`src/rtl/pipeline_stage_buf.sv`:
```
// Inter-stage pipeline register: payload plus single-shot pulse bits behind a
// valid/ready handshake, built either as a 2-entry skid buffer or a single register.
module pipeline_stage_buf #(
   parameter int PAYLOAD_W = 64,
   parameter int PULSE_W   = 1,
   parameter int SKID_EN   = 1
) (
   input  logic                 clk_i,
   input  logic                 arst_i,
   input  logic                 flush_i,
   input  logic                 valid_i,
   output logic                 ready_o,
   input  logic [PAYLOAD_W-1:0] payload_i,
   input  logic [PULSE_W-1:0]   pulse_i,
   output logic                 valid_o,
   input  logic                 ready_i,
   output logic [PAYLOAD_W-1:0] payload_o,
   output logic [PULSE_W-1:0]   pulse_o,
   output logic [1:0]           occupancy_o
);

   // Handshake: an entry moves when valid and ready are both high at a rising
   // edge; in_fire additionally requires flush_i low, and the head is held
   // stable while valid_o & ~ready_i.
   generate
      if (SKID_EN != 0) begin : g_skid
         localparam logic [1:0] ST_EMPTY = 2'd0;
         localparam logic [1:0] ST_ONE   = 2'd1;
         localparam logic [1:0] ST_FULL  = 2'd2;

         logic [1:0]           state_q, state_d;
         logic [PAYLOAD_W-1:0] main_payload_q, main_payload_d;
         logic [PAYLOAD_W-1:0] skid_payload_q, skid_payload_d;
         logic [PULSE_W-1:0]   main_pulse_q, main_pulse_d;
         logic [PULSE_W-1:0]   skid_pulse_q, skid_pulse_d;
         logic                 main_valid, skid_valid, in_fire, out_fire;

         // ready_o depends only on the state register, so no path from ready_i.
         assign main_valid = (state_q != ST_EMPTY);
         assign skid_valid = (state_q == ST_FULL);
         assign in_fire    = valid_i & ~skid_valid & ~flush_i;
         assign out_fire   = main_valid & ready_i;

         always_comb begin
            state_d        = state_q;
            main_payload_d = main_payload_q;
            main_pulse_d   = main_pulse_q;
            skid_payload_d = skid_payload_q;
            skid_pulse_d   = skid_pulse_q;
            case (state_q)
               ST_EMPTY: begin
                  if (in_fire) begin
                     main_payload_d = payload_i;
                     main_pulse_d   = pulse_i;
                     state_d        = ST_ONE;
                  end
               end
               ST_ONE: begin
                  if (in_fire && out_fire) begin
                     main_payload_d = payload_i;
                     main_pulse_d   = pulse_i;
                  end else if (in_fire) begin
                     skid_payload_d = payload_i;
                     skid_pulse_d   = pulse_i;
                     state_d        = ST_FULL;
                  end else if (out_fire) begin
                     state_d = ST_EMPTY;
                  end
               end
               ST_FULL: begin
                  if (out_fire) begin
                     main_payload_d = skid_payload_q;
                     main_pulse_d   = skid_pulse_q;
                     state_d        = ST_ONE;
                  end
               end
               default: state_d = ST_EMPTY;
            endcase
            // Flush drops the valids only; stale payload is harmless once invalid.
            if (flush_i) begin
               state_d = ST_EMPTY;
            end
         end

         always_ff @(posedge clk_i) begin
            if (arst_i) begin
               state_q        <= ST_EMPTY;
               main_payload_q <= '0;
               main_pulse_q   <= '0;
               skid_payload_q <= '0;
               skid_pulse_q   <= '0;
            end else begin
               state_q        <= state_d;
               main_payload_q <= main_payload_d;
               main_pulse_q   <= main_pulse_d;
               skid_payload_q <= skid_payload_d;
               skid_pulse_q   <= skid_pulse_d;
            end
         end

         assign ready_o     = ~skid_valid;
         assign valid_o     = main_valid;
         assign payload_o   = main_payload_q;
         assign pulse_o     = main_pulse_q & {PULSE_W{out_fire}};
         assign occupancy_o = state_q;
      end else begin : g_single
         logic                 valid_q, valid_d;
         logic [PAYLOAD_W-1:0] payload_q, payload_d;
         logic [PULSE_W-1:0]   pulse_q, pulse_d;
         logic                 in_fire, out_fire;

         assign ready_o  = ~valid_q | ready_i;
         assign in_fire  = valid_i & ready_o & ~flush_i;
         assign out_fire = valid_q & ready_i;

         always_comb begin
            valid_d   = valid_q;
            payload_d = payload_q;
            pulse_d   = pulse_q;
            if (in_fire) begin
               valid_d   = 1'b1;
               payload_d = payload_i;
               pulse_d   = pulse_i;
            end else if (out_fire) begin
               valid_d = 1'b0;
            end
            if (flush_i) begin
               valid_d = 1'b0;
            end
         end

         always_ff @(posedge clk_i) begin
            if (arst_i) begin
               valid_q   <= 1'b0;
               payload_q <= '0;
               pulse_q   <= '0;
            end else begin
               valid_q   <= valid_d;
               payload_q <= payload_d;
               pulse_q   <= pulse_d;
            end
         end

         assign valid_o     = valid_q;
         assign payload_o   = payload_q;
         assign pulse_o     = pulse_q & {PULSE_W{out_fire}};
         assign occupancy_o = {1'b0, valid_q};
      end
   endgenerate

endmodule
```
`config.mk`:
```
export PLATFORM = sky130hd
export DESIGN_NAME = pipeline_stage_buf
export DESIGN_NICKNAME = d
export VERILOG_FILES = /design/src/rtl/pipeline_stage_buf.sv
export SDC_FILE = /design/constraint.sdc
export NUM_CORES = 1
export LEC_CHECK = 0
export CELL_PAD_IN_SITES_DETAIL_PLACEMENT = 1
export CELL_PAD_IN_SITES_GLOBAL_PLACEMENT = 1
export CORE_MARGIN = 2
export CORE_UTILIZATION = 38
export DETAILED_ROUTE_END_ITERATION = 8
export PLACE_DENSITY_LB_ADDON = 0.1
export SYNTH_ARGS = -nofsm -noshare
export SYNTH_HDL_FRONTEND = slang
export SYNTH_SLANG_ARGS = --single-unit
```
`constraint.sdc`:
```
create_clock -name clk_i -period 1.6 [get_ports clk_i]
set_input_delay 0.32 -clock clk_i [delete_from_list [all_inputs] [get_ports clk_i]]
set_output_delay 0.32 -clock clk_i [all_outputs]
set_load 0.02 [all_outputs]
```
; Word level (Yosys, flattened, before mapping)
; Index checks and enable logic that the tools add are counted.
[op_classes]
eq_ne = 7
mux = 14
bitwise_logic = 7
n_reduce_logical = 8
[op_table]
columns = op, count
row1 = $mux 64, 3
row2 = $pmux 64 s3, 1
row3 = $mux 2, 5
row4 = $reduce_and 4->1, 2
row5 = $ne 2x2->1 const B, 3
row6 = $pmux 2 s3, 1
row7 = $and 1x1->1, 4
row8 = $mux 1, 3
row9 = $ne 3x3->1 const B, 1
row10 = $not 1->1, 3
row11 = $pmux 1 s3, 1
row12 = $reduce_and 3->1, 1
row13 = $reduce_bool 3->1, 1
row14 = $eq 2x1->1 const B, 1
row15 = $eq 2x2->1 const B, 1
row16 = $logic_not 2->1, 1
row17 = $ne 2x1->1 const B, 1
row18 = $reduce_bool 2->1, 1
row19 = $reduce_or 2->1, 1
row20 = $logic_and 1x1->1, 1
[word_totals]
reg_bits = 132
input_bits = 70
output_inout_bits = 69
wordCells = 41

; Longest topological paths before layout
[depth]
word_depth = 7
mapped_depth = 6

; Worst setup path after synthesis
; No wires, ideal clock.
[synth_timing]
path_type = register -> register
start = register g_skid.state_q[0], in the netlist occupancy_o[0]
end = register g_skid.main_pulse_q
t_arrival_ns = 1.422
required_ns = 1.514
setup_slack_ns = 0.093
path_stages_with_launch = 6
n_path_buf = 2
path_cell_list = dfxtp_1 > and3b_1 > a31o_1 > buf_2 > buf_2 > a211oi_1
[synth_between]
elab_chain_len = 7
word_cells_on_any_way = 15
cone_classes = eq/ne (5) / mux (1) / bitwise (4) / reduce/logical (5)
[synth_rtl]
columns = element, line
row1 = start: declaration, 31  ; logic [1:0] state_q, state_d;
row2 = start signal: assignment, 93  ; state_q <= state_d;
row3 = $eq 2x2->1, "40, 50"
row4 = $not 1->1, 41  ; assign in_fire = valid_i & ~skid_valid & ~flush_i;
row5 = $and 1x1->1 (2 in a row), 41
row6 = $logic_and 1x1->1, 59  ; if (in_fire && out_fire) begin
row7 = $ne 2x2->1 (no line), n/a
row8 = $reduce_and 4->1 (no line), n/a
row9 = end signal: assignment, 95  ; main_pulse_q <= main_pulse_d;
row10 = end: declaration, 34  ; logic [PULSE_W-1:0] main_pulse_q, main_pulse_d;
; Parallel ways exist; a longest one is shown, timed or not.
; A chain may end at the register's enable or synchronous reset.

; Worst setup path in the final report
[layout_timing]
start = register g_skid.state_q[0], in the netlist occupancy_o[0]
end = register g_skid.main_payload_q[4], in the netlist payload_o[4]
[layout_between]
elab_chain_len = 7
word_cells_on_any_way = 15
cone_classes = eq/ne (5) / mux (1) / bitwise (4) / reduce/logical (5)
[layout_rtl]
columns = element, line
row1 = $eq 2x2->1, "40, 50"
row2 = $not 1->1, 41
row3 = $and 1x1->1 (2 in a row), 41
row4 = $logic_and 1x1->1, 59
row5 = $ne 2x2->1 (no line), n/a
row6 = $reduce_and 4->1 (no line), n/a
row7 = end signal: assignment, 94  ; main_payload_q <= main_payload_d;
row8 = end: declaration, 32  ; logic [PAYLOAD_W-1:0] main_payload_q, main_payload_d;
; Parallel ways exist; a longest one is shown, timed or not.

==> flow_summary.json <==
{
  "antenna_found_initial": 0,
  "hpwl_mm": 12.13,
  "tritoncts": "done",
  "fp.dieArea_um2": 16450,
  "fillCellCount": 1624,
  "crit_chain": "buf_6 > buf_6 > and3b_4 > buf_12 > clkbuf_16 > a311oi_1 > a211oi_2",
  "crit_arrival_ps": 1910,
  "gp_congestion": 0.7412,
  "power_frac_comb_pct": 15.4,
  "final-max-slew-violation-count": 0,
  "rsz0062_at_grt": "true",
  "synth_top_area_cell": "dfxtp_1",
  "min_path_cells": 2,
  "grt_max_degree": 77,
  "finalSetupViolCount": 7,
  "fin_worst_skew_ps": 7.088,
  "htreeDepth": 4,
  "min_path_type": "in -> reg",
  "clkSlewWorstSetupHoldPaths_ps": 60,
  "drtPass1Iterations": 4,
  "synth.ff_latch_count": 132,
  "critPathLaunchType": "register",
  "clock_latency_ps": 420,
  "syn-instance-count": 627,
  "gr-usage-all-layers_pct": 24.66,
  "critical-path-max-stage-delay_ps": 330,
  "critPathKind": "reg -> reg",
  "clockBufferDepth": 2,
  "seq_power_share_pct": 40.4,
  "peakVddDrop_uv": 674.8,
  "drt_iter0_drc": 465,
  "avgSynthCellArea_um2": 9.357,
  "ys_warn_count": 0,
  "power.density_nw_per_um2": 1007,
  "synth_cell_types": 27,
  "reg2reg_depth": 7,
  "period_needed_ps": 1620,
  "die_x_um": 128.3,
  "syn_nets": 697,
  "detail_route.wl_per_cell_um": 23.51,
  "drcViolationCount": 0,
  "ioPinCount": 139,
  "netSwitchingFraction_pct": 26.61,
  "timing.rr.end": "payload_o[4]",
  "fin_crit_sh_pct": 101.3,
  "syn2layout_area_growth_pct": 47.28,
  "rows": 45,
  "cp_slowest_cell": "dfxtp_2",
  "antenna_left": 0,
  "grt_overflow": 0,
  "relSlewSlack_pct": 72.31,
  "p_leak_nw": 3.543,
  "diodes": 0,
  "timing.rr.start": "occupancy_o[0]",
  "synthTopCellsByArea": "dfxtp_1, mux2i_1, a311oi_1",
  "max_slew.worst_pin.slew_ps": 415.3,
  "worstPathMaxFanout": 8,
  "p_total_mw": 8.705,
  "rrSetupSlack_ps": -20,
  "clockRootBuffer": "clkbuf_16",
  "status": "complete, but fails checks",
  "met3_usage_pct": 5.634,
  "min_from": "flush_i",
  "portBuffers": 138,
  "netlist_area_um2": 5867,
  "vias": 5852,
  "fmax_mhz": 617.1,
  "synth.yosys.seq_area_share_pct": 45.04,
  "clkPwrFrac_pct": 44.2,
  "p_switching_mw": 2.316,
  "holdBufCountCts": 0,
  "violations": "negative setup slack",
  "hold_viol": 0,
  "crit_top_cell": "buf_6",
  "cap_violations": 0,
  "grt_pass1_wl_mm": 32.06,
  "fin_nets": 814,
  "fp.dieH_um": 128.3,
  "busiest_layer": "met2",
  "fp.coreArea_um2": 15150,
  "grt_pass1_vias": 5965,
  "finish.utilization_pct": 57.05,
  "endpoint_kind": "register",
  "met1_usage_pct": 31.34,
  "power.internal_mw": 6.389,
  "synth_top_area_share_pct": 45.04,
  "start_util_pct": 38.74,
  "cts_buffers": 17,
  "cp.required_ps": 1890,
  "cts_sinks": 132,
  "grt_util_met2_pct": 42.43,
  "avgViaCountPerCell": 6.193,
  "whs_endpoint": "occupancy_o[0]",
  "wirelength_mm": 22.21,
  "finalWorstSetupSlack_ps": -20.39,
  "drive_above_1_share_pct": 19.55
}
sequential cells by signal, summed over array words and instances (netlist names):
signal and cells:
g_skid.main_pulse_q 1, occupancy_o 2, g_skid.skid_pulse_q 1, g_skid.skid_payload_q 64, payload_o 64
repair_timing:
| action | CTS | global route |
|---|---|---|
| resized for setup | 97 | 57 |
| pin swaps | 0 | 27 |
| buffers inserted | 0 | 4 |
| endpoints found under the setup margin | 81 | 69 |
| cloned | 1 | 11 |
cell families after synthesis:
kind of cell / after synthesis / synth area share (%)
and+or+nand+nor: 77 / 7.017
AOI/OAI and AO/OA: 265 / 29.81
DFF: 132 / 45.04
buffers and inverters: 88 / 7.038
muxes: 65 / 11.09
metrics by stage:
step	TNS, ps	cell area [um2]	cells	setup WS, ps	hold WS [ps]
final	-55.41	8641	945	-20.39	219.4
after global routing	-1315	8641	945	-59.60	215.2
after CTS	-121.7	8079	930	-119.5	209.3
after detailed placement	-40530	7500	897	-404.8	469.1
after global placement	-35320	7500	897	-321.4	458.5
after floorplan	0	5867	627	92.91	402.1
cell usage after synthesis:
| cell type | n |
|---|---|
| a21o_1 | 1 |
| o21ai_0 | 65 |
| buf_2 | 39 |
| or3b_1 | 1 |
| a211oi_1 | 66 |
| buf_4 | 1 |
| nor2b_1 | 1 |
| nand2_1 | 2 |
| nand3_1 | 65 |
| and4bb_2 | 1 |
| inv_2 | 1 |
| a21oi_1 | 65 |
| and3b_1 | 1 |
| clkbuf_1 | 41 |
| nand4bb_1 | 1 |
| nand2b_1 | 2 |
| and2_1 | 1 |
| buf_1 | 2 |
| dfxtp_1 | 132 |
| o21bai_1 | 1 |
| a2111oi_1 | 1 |
| or2_2 | 1 |
| a311oi_1 | 65 |
| mux2i_1 | 65 |
| buf_6 | 4 |
| and3_1 | 1 |
| a31o_1 | 1 |
metal layers:
layer | wire length (um) | vias up | share of wire, %
li1 | - | 2673 | -
met1 | 9737 | 2956 | 44
met2 | 10910 | 195 | 49
met3 | 1132 | 28 | 5.1
met4 | 433 | 0 | 1.9
met5 | 0 | - | 0
how the worst max path moves through the flow:
| stage | startpoint | to | cells past startpoint |
|---|---|---|---|
| after global placement | ready_i | pulse_o | 3 |
| after global routing | occupancy_o[0] | payload_o[4] | 7 |
| after CTS | occupancy_o[1] | pulse_o | 3 |
| after detailed placement | ready_i | payload_o[26] | 6 |
| after floorplan | occupancy_o[0] | g_skid.main_pulse_q | 5 |
| final | occupancy_o[0] | payload_o[4] | 7 |
critical path, delay by kind of cell, from the launching register on:
family / cells / cell delay (ps)
DFF: 1 / 330
AOI/OAI and AO/OA: 2 / 400
and+or+nand+nor: 1 / 220
buffers and inverters: 4 / 530
power by group through the flow:
stage,clock [mW],combinational (mW),sequential (mW)
floorplan,0,0.459,3.70
global placement,0,1.21,3.58
detailed placement,0,1.24,3.58
CTS,3.91,1.19,3.51
global route,4.07,1.41,3.53
finish,3.85,1.34,3.52
final cells by class:
class                           instances  area (um2)  share of cell area, %
Clock buffer                           19       452.9                  5.242
Clock inverter                         13       133.9                  1.549
Inverter                                1       6.256                0.07240
Multi-Input combinational cell        407        3164                  36.62
Sequential cell                       132        2645                  30.61
Tap cell                              188       235.2                  2.722
Timing Repair Buffer                  185        2003                  23.18
placed cells by master (no fill, tap or decap), types with 6 or more instances in the layout:
cell,netlist,final
buf_4,1,19
dlygate4sd2_1,0,64
dfxtp_1,132,130
o21ai_0,65,65
a211oi_2,0,27
mux2i_1,65,64
a21oi_1,65,65
clkinvlp_4,0,6
a311oi_1,65,44
a211oi_1,66,38
nand3_1,65,65
buf_6,4,8
clkdlybuf4s50_1,0,67
clkbuf_16,0,24
buf_12,0,12
a311oi_2,0,20
Note: power is estimated with default switching activity, not from simulation.
